File: config.mk
export PLATFORM = sky130hd
export DESIGN_NAME = alu_sequencer
export DESIGN_NICKNAME = d
export VERILOG_FILES = /design/src/rtl/alu_sequencer_pkg.sv /design/src/rtl/alu_nbits.sv /design/src/rtl/alu_sequencer.sv
export SDC_FILE = /design/constraint.sdc
export NUM_CORES = 1
export LEC_CHECK = 0
export ABC_CLOCK_PERIOD_IN_PS = 7100
export BUFFER_PORTS_ARGS = -buffer_cell sky130_fd_sc_hd__buf_2
export CAP_MARGIN = 20
export CORE_MARGIN = 5
export CORE_UTILIZATION = 45
export DETAILED_ROUTE_END_ITERATION = 8
export PLACE_DENSITY = 0.67
export SYNTH_ARGS = -nofsm -noshare
export SYNTH_HDL_FRONTEND = slang
export SYNTH_SLANG_ARGS = --single-unit
File: constraint.sdc
create_clock -name clk_i -period 7.1 [get_ports clk_i]
set_clock_uncertainty 0.2 [all_clocks]
set_input_delay 0.355 -clock clk_i [delete_from_list [all_inputs] [get_ports clk_i]]
set_output_delay 0.355 -clock clk_i [all_outputs]
set_load 0.02 [all_outputs]
File: src/rtl/alu_sequencer_pkg.sv
// Shared definitions for the ALU sequencer: opcodes, FSM states and
// small decode helpers used by both the sequencer and the ALU array.
package alu_sequencer_pkg;

    localparam logic [3:0] ALU_AND  = 4'b0000;
    localparam logic [3:0] ALU_OR   = 4'b0001;
    localparam logic [3:0] ALU_ADD  = 4'b0010;
    localparam logic [3:0] ALU_SLT  = 4'b0011;
    localparam logic [3:0] ALU_XOR  = 4'b0100;
    localparam logic [3:0] ALU_SLTU = 4'b0101;
    localparam logic [3:0] ALU_SRL  = 4'b0110;
    localparam logic [3:0] ALU_SLL  = 4'b0111;
    localparam logic [3:0] ALU_SRA  = 4'b1000;

    typedef enum logic [1:0] {
        ST_IDLE  = 2'b00,
        ST_EXEC  = 2'b01,
        ST_SHIFT = 2'b10
    } state_e;

    // True for the opcodes that are run iteratively by the shift engine.
    function automatic logic is_shift_op(input logic [3:0] op);
        logic res;
        case (op)
            ALU_SRL, ALU_SLL, ALU_SRA: res = 1'b1;
            default:                   res = 1'b0;
        endcase
        return res;
    endfunction

    // Subtract-style operations run the adder as a + ~b + 1.
    function automatic logic needs_invert(input logic [3:0] op, input logic sub);
        logic res;
        case (op)
            ALU_ADD:           res = sub;
            ALU_SLT, ALU_SLTU: res = 1'b1;
            default:           res = 1'b0;
        endcase
        return res;
    endfunction

endpackage

File: src/rtl/alu_nbits.sv
// WIDTH-slice ALU array. Each slice sees a, b (optionally inverted), its
// carry-in and a 'less' input; slice 0 receives the comparison outcome
// derived from the MSB set output (signed) or the carry-out (unsigned).
module alu_nbits
    import alu_sequencer_pkg::*;
#(
    parameter int WIDTH = 32
) (
    input  logic [WIDTH-1:0] i_a,
    input  logic [WIDTH-1:0] i_b,
    input  logic             i_invert,
    input  logic             i_cin,
    input  logic [3:0]       i_op,
    output logic [WIDTH-1:0] o_result,
    output logic             o_cout,
    output logic             o_set
);

    logic [WIDTH-1:0] w_b_eff;
    logic [WIDTH:0]   w_full;
    logic [WIDTH:0]   w_carry;
    logic             w_overflow;
    logic             w_less0;

    assign w_b_eff = i_invert ? ~i_b : i_b;
    assign w_full  = {1'b0, i_a} + {1'b0, w_b_eff} + {{WIDTH{1'b0}}, i_cin};

    // Carry into each slice recovered from the full sum; top bit is carry-out.
    assign w_carry[WIDTH] = w_full[WIDTH];
    for (genvar g = 0; g < WIDTH; g++) begin : g_carry
        assign w_carry[g] = w_full[g] ^ i_a[g] ^ w_b_eff[g];
    end

    assign w_overflow = w_carry[WIDTH-1] ^ w_carry[WIDTH];
    assign o_cout     = w_carry[WIDTH];
    assign o_set      = (i_a[WIDTH-1] ^ w_b_eff[WIDTH-1] ^ w_carry[WIDTH-1]) ^ w_overflow;
    assign w_less0    = (i_op == ALU_SLT) ? o_set : ~o_cout;

    for (genvar g = 0; g < WIDTH; g++) begin : g_slice
        logic w_less;
        logic w_bit;

        assign w_less = (g == 0) ? w_less0 : 1'b0;

        // One bit slice: logic ops, sum bit, less pass-in or a pass-through.
        always_comb begin
            w_bit = 1'b0;
            case (i_op)
                ALU_AND:                   w_bit = i_a[g] & w_b_eff[g];
                ALU_OR:                    w_bit = i_a[g] | w_b_eff[g];
                ALU_XOR:                   w_bit = i_a[g] ^ w_b_eff[g];
                ALU_ADD:                   w_bit = i_a[g] ^ w_b_eff[g] ^ w_carry[g];
                ALU_SLT, ALU_SLTU:         w_bit = w_less;
                ALU_SRL, ALU_SLL, ALU_SRA: w_bit = i_a[g];
                default:                   w_bit = 1'b0;
            endcase
        end

        assign o_result[g] = w_bit;
    end

endmodule

File: src/rtl/alu_sequencer.sv
// Multi-cycle ALU controller: single-cycle EXEC for array operations and an
// iterative one-bit-per-cycle shift engine for SRL/SLL/SRA.
module alu_sequencer
    import alu_sequencer_pkg::*;
#(
    parameter  int WIDTH = 32,
    localparam int SHW   = $clog2(WIDTH)
) (
    input  logic             clk_i,
    input  logic             rst_ni,
    input  logic             start_i,
    input  logic [3:0]       op_i,
    input  logic             sub_i,
    input  logic [WIDTH-1:0] a_i,
    input  logic [WIDTH-1:0] b_i,
    output logic             busy_o,
    output logic             done_o,
    output logic [WIDTH-1:0] resultado_o,
    output logic             zero_o
);

    state_e           r_state;
    logic [WIDTH-1:0] r_a;
    logic [WIDTH-1:0] r_b;
    logic [3:0]       r_op;
    logic             r_sub;
    logic [WIDTH-1:0] r_work;
    logic [SHW-1:0]   r_cnt;
    logic             r_busy;
    logic             r_done;
    logic [WIDTH-1:0] r_result;
    logic             r_zero;

    logic             w_invert;
    logic [WIDTH-1:0] w_alu_res;
    logic             w_alu_cout;
    logic             w_alu_set;
    logic [WIDTH-1:0] w_exec_result;
    logic [WIDTH-1:0] w_shift_next;

    assign w_invert = needs_invert(r_op, r_sub);

    alu_nbits #(
        .WIDTH (WIDTH)
    ) u_alu (
        .i_a      (r_a),
        .i_b      (r_b),
        .i_invert (w_invert),
        .i_cin    (w_invert),
        .i_op     (r_op),
        .o_result (w_alu_res),
        .o_cout   (w_alu_cout),
        .o_set    (w_alu_set)
    );

    // Pick the EXEC result; SLT/SLTU already come out of the array as {0..,less}.
    always_comb begin
        w_exec_result = {WIDTH{1'b0}};
        case (r_op)
            ALU_AND, ALU_OR, ALU_XOR, ALU_ADD, ALU_SLT, ALU_SLTU:
                w_exec_result = w_alu_res;
            default:
                w_exec_result = {WIDTH{1'b0}};
        endcase
    end

    // One-bit shift step of the working register for the latched opcode.
    always_comb begin
        w_shift_next = r_work;
        case (r_op)
            ALU_SRL: w_shift_next = {1'b0, r_work[WIDTH-1:1]};
            ALU_SLL: w_shift_next = {r_work[WIDTH-2:0], 1'b0};
            ALU_SRA: w_shift_next = {r_work[WIDTH-1], r_work[WIDTH-1:1]};
            default: w_shift_next = r_work;
        endcase
    end

    // Control FSM with registered busy/done/result/zero outputs.
    always_ff @(posedge clk_i or negedge rst_ni) begin
        if (!rst_ni) begin
            r_state  <= ST_IDLE;
            r_a      <= {WIDTH{1'b0}};
            r_b      <= {WIDTH{1'b0}};
            r_op     <= 4'b0000;
            r_sub    <= 1'b0;
            r_work   <= {WIDTH{1'b0}};
            r_cnt    <= {SHW{1'b0}};
            r_busy   <= 1'b0;
            r_done   <= 1'b0;
            r_result <= {WIDTH{1'b0}};
            r_zero   <= 1'b1;
        end else begin
            case (r_state)
                ST_IDLE: begin
                    r_done <= 1'b0;
                    if (start_i) begin
                        r_a    <= a_i;
                        r_b    <= b_i;
                        r_op   <= op_i;
                        r_sub  <= sub_i;
                        r_busy <= 1'b1;
                        if (is_shift_op(op_i)) begin
                            r_work  <= a_i;
                            r_cnt   <= b_i[SHW-1:0];
                            r_state <= ST_SHIFT;
                        end else begin
                            r_state <= ST_EXEC;
                        end
                    end else begin
                        r_state <= ST_IDLE;
                    end
                end
                ST_EXEC: begin
                    r_result <= w_exec_result;
                    r_zero   <= (w_exec_result == {WIDTH{1'b0}});
                    r_done   <= 1'b1;
                    r_busy   <= 1'b0;
                    r_state  <= ST_IDLE;
                end
                ST_SHIFT: begin
                    if (r_cnt != {SHW{1'b0}}) begin
                        r_work <= w_shift_next;
                        r_cnt  <= r_cnt - SHW'(1);
                    end else begin
                        r_result <= r_work;
                        r_zero   <= (r_work == {WIDTH{1'b0}});
                        r_done   <= 1'b1;
                        r_busy   <= 1'b0;
                        r_state  <= ST_IDLE;
                    end
                end
                default: begin
                    r_state <= ST_IDLE;
                    r_busy  <= 1'b0;
                    r_done  <= 1'b0;
                end
            endcase
        end
    end

    assign busy_o      = r_busy;
    assign done_o      = r_done;
    assign resultado_o = r_result;
    assign zero_o      = r_zero;

endmodule

Word-level counts from Yosys, hierarchy flattened
Cells that the tools add are included.
{ "classes": {"addsub": 3, "multipliers": 0, "div_mod_pow": 0, "magnitude_cmp": 0, "eq_ne": 20, "n_shift": 0, "n_mux": 61, "bitwise": 196, "reduce_logical": 17} }
{ "ops": {"columns": ["cell", "n"], "rows": [
  ["32-bit two-way mux", 6],
  ["1-bit one-hot mux with 5 select lines", 31],
  ["1-bit XOR", 130],
  ["32-bit one-hot mux with 2 select lines", 2],
  ["32-bit one-hot mux with 3 select lines", 1],
  ["32-bit logical NOT", 2],
  ["32-bit by 32-bit adder with 33-bit output", 1],
  ["33-bit by 1-bit adder with 33-bit output", 1],
  ["1-bit bitwise AND", 32],
  ["32-bit NOT", 1],
  ["1-bit bitwise OR", 32],
  ["4-bit by 3-bit == test with 1-bit output, second input constant", 6],
  ["5-bit two-way mux", 3],
  ["2-bit != test, second input constant", 5],
  ["5-bit one-hot mux with 2 select lines", 1],
  ["4-bit by 2-bit == test with 1-bit output, second input constant", 2],
  ["4-bit == test, second input constant", 2],
  ["1-bit two-way mux", 8],
  ["1-bit one-hot mux with 2 select lines", 4],
  ["2-bit two-way mux", 3],
  ["1-bit one-hot mux with 6 select lines", 1],
  ["2-bit AND reduction", 3],
  ["6-bit AND reduction", 1],
  ["3-bit OR reduction", 2],
  ["other kinds (16)", 17]
]} }
{ "totals": {"reg_bits": 143, "latch_bits": 0, "ramBits": 0, "romBits": 0, "wordCells": 309, "mem_count": 0} }

Logic depth before layout (Yosys ltp)
{ "logic_depth": {"depth_word": 15, "mapped_depth": 19, "ltp_nobuf": 15} }

Hierarchy
A second synthesis with hierarchy kept.
{ "hier_totals": {"cells_unflattened": 1231, "hier_area_um2": 11218.3} }
{ "by_module_without_submodules": {"columns": ["module", "n_inst", "cells_per_inst", "area_each_um2", "seq_area_each_um2"], "rows": [
  ["alu_sequencer", 1, 593, 6895.4, 3579.7],
  ["alu_nbits", 1, 638, 4322.9, 0.0]
]} }

Worst setup path after synthesis
No wires, ideal clock.
{ "synth_timing": {"path_type": "reg2reg", "from": "reg r_op[1]", "to": "reg r_zero, in the netlist zero_o", "setup_time_ns": 0.086, "t_arrival_ns": 4.791, "required_ns": 6.814, "path_slack_ns": 2.023, "stages_incl_launch_ff": 19, "n_path_buf": 3, "synth_period_minus_slack_ns": 5.077, "cell_sequence": "dfrtp_1 > buf_6 > xnor2_2 > o22a_1 > buf_2 > buf_1 > xnor2_1 > inv_1 > fa_1 > nand3b_1 > a211oi_1 > o31ai_1 > a211oi_1 > o31a_1 > a211o_1 > nand4_1 > or4_1 > or4_1 > o31ai_2"} }
{ "synth_via": {"elab_chain_len": 15, "word_cells_on_any_way": 247} }
{ "synth_rtl": {"columns": ["element", "line_no", "rtl"], "rows": [
  ["start, declared", "alu_sequencer.sv:25", "logic [3:0] r_op;"],
  ["start signal, assigned", "alu_sequencer.sv:99", "r_op <= op_i;"],
  ["4-bit by 3-bit == test with 1-bit output / 4-bit by 2-bit == test with 1-bit output (equally long branches)", null, null],
  ["2-bit OR reduction", "alu_sequencer_pkg.sv:34, alu_nbits.sv:48", null],
  ["1-bit one-hot mux with 2 select lines", "alu_sequencer_pkg.sv:34", "case (op)"],
  ["32-bit two-way mux", "alu_nbits.sv:25", "assign w_b_eff = i_invert ? ~i_b : i_b;"],
  ["32-bit by 32-bit adder with 33-bit output", "alu_nbits.sv:26", "assign w_full = {1'b0, i_a} + {1'b0, w_b_eff} + {{WIDTH{1'b0}}, i_cin};"],
  ["33-bit by 1-bit adder with 33-bit output", "alu_nbits.sv:26", null],
  ["1-bit XOR (2 in series)", "alu_nbits.sv:31", "assign w_carry[g] = w_full[g] ^ i_a[g] ^ w_b_eff[g];"],
  ["1-bit XOR, on equally long branches", "alu_nbits.sv:36, alu_nbits.sv:52, alu_nbits.sv:34", null],
  ["1-bit XOR", "alu_nbits.sv:36", "assign o_set = (i_a[WIDTH-1] ^ w_b_eff[WIDTH-1] ^ w_carry[WIDTH-1]) ^ w_overflow;"],
  ["1-bit two-way mux", "alu_nbits.sv:37", "assign w_less0 = (i_op == ALU_SLT) ? o_set : ~o_cout;"],
  ["1-bit one-hot mux with 6 select lines", "alu_nbits.sv:48", "case (i_op)"],
  ["32-bit two-way mux *", "alu_sequencer.sv:59", "case (r_op)"],
  ["32-bit logical NOT *", "alu_sequencer.sv:115", "r_zero <= (w_exec_result == {WIDTH{1'b0}});"],
  ["1-bit one-hot mux with 2 select lines *", "alu_sequencer.sv:93", "case (r_state)"],
  ["end signal, assigned", "alu_sequencer.sv:115", null],
  ["end signal, assigned", "alu_sequencer.sv:126", "r_zero <= (r_work == {WIDTH{1'b0}});"],
  ["end, declared", "alu_sequencer.sv:32", "logic r_zero;"]
]} }
Every way passes the cells marked *; elsewhere a longest branch is shown, timed or not.
A chain may end at the register's enable or synchronous reset.

Worst setup path after layout
{ "layout_timing": {"from": "reg r_op[2]", "to": "reg r_zero, in the netlist zero_o"} }
The elaborated chain is that of the path after synthesis.

==> out/results.tsv <==
metric	value	unit
die_w	167	um
ir_worst_vdd	0.187	mV
grt_pass1_wl	56000	um
yosys_warnings	0	
core	24300	um^2
tns	0	ns
dp.cells	1600	
stdcell_count	1696	
critical_path_depth	16	
r2r_start	r_op[2]	
cp_num_buf_inv	2	
wl_per_cell	21.0	um
crit_chain	nand3b_4, o22a_1, buf_4, xnor2_1, inv_1, ha_1, nand3_1, a211oi_1, o31ai_1, a211oi_1, o31a_1, a211o_1, nand4_1, or4_1, or4_1, o31ai_2	
die_height	167	um
cts_buffers	17	
syn_to_final_growth	18.4	%
hold_class	in -> reg	
path_clk_slew	0.06	ns
crit_arrival	5.95	ns
setup_slack	1.30	ns
cp_slowest_stage_delay	0.91	ns
finalCritPeriodShare	0.816	
finalMaxSlewViolations	0	
fin_nets	1501	
dpl_worst_slack	1.45	ns
antenna_found_initial	0	
end_kind	flop	
worst-r2r-setup-slack	1.30	ns
insertion_delay	0.43	ns
dp_hpwl	25900	um
postCtsSetupBuffers	0	
seq_area_frac_synth	0.322	
drt_wl_total	35700	um
clockBufferDepth	2	
grt_pass1_vias	9634	
routabilityCongestion	0.933	
rsz0062_at_grt	false	
status	finished clean	
diodes	0	
avgViaCountPerCell	5.90	
grt_max_degree	82	
ff2ff_path_depth	16	
netlist_area	11100	um^2
slew_headroom	0.418	
power_leakage	6.00	nW
htreeDepth	4	
die_area	27900	um^2
postLayoutCoreUtil	0.541	
synthFlopType	dfrtp_1	
cpLargestDelayFamily	compound AO/OA/AOI/OAI gates	
grtUsageTotal	0.254	
setup-violations-final	0	
io_buffers	106	
syn_inst	1227	
critPathKind	reg -> reg	
gr-total-overflow	0	
initial_core_util	0.456	
syn_nets	1369	
synth.distinct_cells	75	
synth_largest_area_cell	dfrtp_1	
crit_path_start_kind	flop	
min_period	5.80	ns
postSynthAreaPerCell	9.05	um^2
critPathRequiredTime	7.25	ns
worstHoldStart	a_i[22]	
p_per_area	393	nW/um^2
drive_above_1_share	0.192	
reg2reg_to	zero_o	
worst_hold_path.endpoint	r_a[22]	
min_path_cells	2	
slowest_stage	dfrtp_1	
via_count	10000	
synth-seq-cells	143	
cts_root_buffer	clkbuf_16	
crit_fanout	22	
fin_hold_ws	0.0249	ns
final_antenna_net_count	0	
hold_viol	0	
cts_tree	done	
first_pass_iters	5	
ios	107	
cap_violations	0	
fmax	173	MHz
yosys.area.top_type_share	0.320	
tightestPinTransition	0.874	ns
drc	0	
synthArstFlopShare	1.00	
rows	57	
synth_edf_count	0	
cts_sinks	143	
drtIter0Drc	1004	
synth.area.top_cells	dfrtp_1 (32%), ha_1 (7.8%), mux2_2 (7.7%), o21ai_0 (5.9%), mux2i_1 (5.6%)	
cts_hold_buf	63	
cts_resized	0	
## layout by cell type, fill, tap and decap left out, types with 7 or more instances in the layout
| cell | count |
|---|---|
| a211oi_1 | 7 |
| a21o_1 | 10 |
| a21oi_1 | 55 |
| a221oi_1 | 19 |
| a31oi_1 | 12 |
| and3_1 | 10 |
| buf_2 | 105 |
| buf_4 | 15 |
| clkbuf_16 | 17 |
| dfrtp_1 | 142 |
| dlygate4sd3_1 | 63 |
| ha_1 | 67 |
| inv_1 | 77 |
| mux2_2 | 76 |
| mux2i_1 | 62 |
| nand2_1 | 133 |
| nand2b_1 | 7 |
| nand3_1 | 15 |
| nand4_1 | 11 |
| nor2_1 | 57 |
| nor3_1 | 12 |
| nor4_1 | 11 |
| o211ai_1 | 27 |
| o21a_1 | 10 |
| o21ai_0 | 131 |
| o22ai_1 | 8 |
| o31ai_1 | 12 |
| or4_1 | 7 |
| xnor2_1 | 55 |
| xnor2_2 | 9 |
| xnor3_1 | 10 |
## report_power, final
group | leakage (nW) | total [mW] | internal, mW | switching (mW)
clock | 0.283 | 0.929 | 0.534 | 0.395
combinational | 4.00 | 2.81 | 1.16 | 1.65
sequential | 1.72 | 1.43 | 1.07 | 0.368
total | 6.00 | 5.17 | 2.76 | 2.41
## cells by family after synthesis
group,after synthesis,synth area share
AOI/OAI and AO/OA,345,0.200
and+or+nand+nor,304,0.132
buffers and inverters,151,0.0542
DFF,143,0.322
muxes,138,0.133
xor gates and xnor gates,76,0.0784
adders and majority gates,70,0.0796
## through the flow
| step | power [mW] | area, um^2 |
|---|---|---|
| after CTS | 5.14 | 13100 |
| after floorplan | 3.34 | 11100 |
| after detailed placement | 4.16 | 11900 |
| after global placement | 4.13 | 11900 |
| after global routing | 5.52 | 13100 |
| final | 5.17 | 13100 |
## flip-flops by register name, summed over array words and instances, names as in the netlist
register     flops
r_sub            1
r_state          2
r_a             32
done_o           1
r_cnt            5
r_op             4
busy_o           1
zero_o           1
resultado_o     32
r_b             32
r_work          32
## worst max-delay path by stage
stage	startpoint	endpoint	slack, ns
finish	r_op[2]	zero_o	1.30
global route	r_op[2]	zero_o	0.92
CTS	r_op[2]	zero_o	1.38
detailed placement	r_op[2]	zero_o	1.45
global placement	r_op[2]	zero_o	1.51
floorplan	r_op[1]	zero_o	2.02
## per-layer routing
metal	wire length (um)	vias up	global-route usage
li1	-	4705	-
met1	16900	4909	0.369
met2	15900	334	0.388
met3	1840	62	0.0358
met4	975	0	0.0864
met5	0	-	0
## cells in the mapped netlist (15+ instances only)
library cell and instances:
inv_1 77, o21ai_0 131, nor2_1 57, xnor2_1 55, ha_1 69, clkbuf_1 52
a221oi_1 19, dfrtp_1 142, nand2_1 134, a21oi_1 55, mux2i_1 62, mux2_2 76
o211ai_1 27, nand3_1 15
## worst reg2reg max path: cells and delay by family (launching register included)
kind / cells / cell delay, ns
compound gates: 7 / 1.97
simple gates: 5 / 1.55
flops: 1 / 0.91
fa+ha+maj: 1 / 0.49
buf+inv: 2 / 0.38
xor+xnor: 1 / 0.21
## area by class of cell
class | instances | area [um^2]
clock buffers | 19 | 443
clock inverters | 13 | 151
fillers | 2203 | 11200
inverters | 79 | 297
multi-input cells | 933 | 6960
flip-flops and latches | 143 | 3580
well taps | 324 | 405
repair buffers | 185 | 1310
Power figures use the tool's default switching activity.
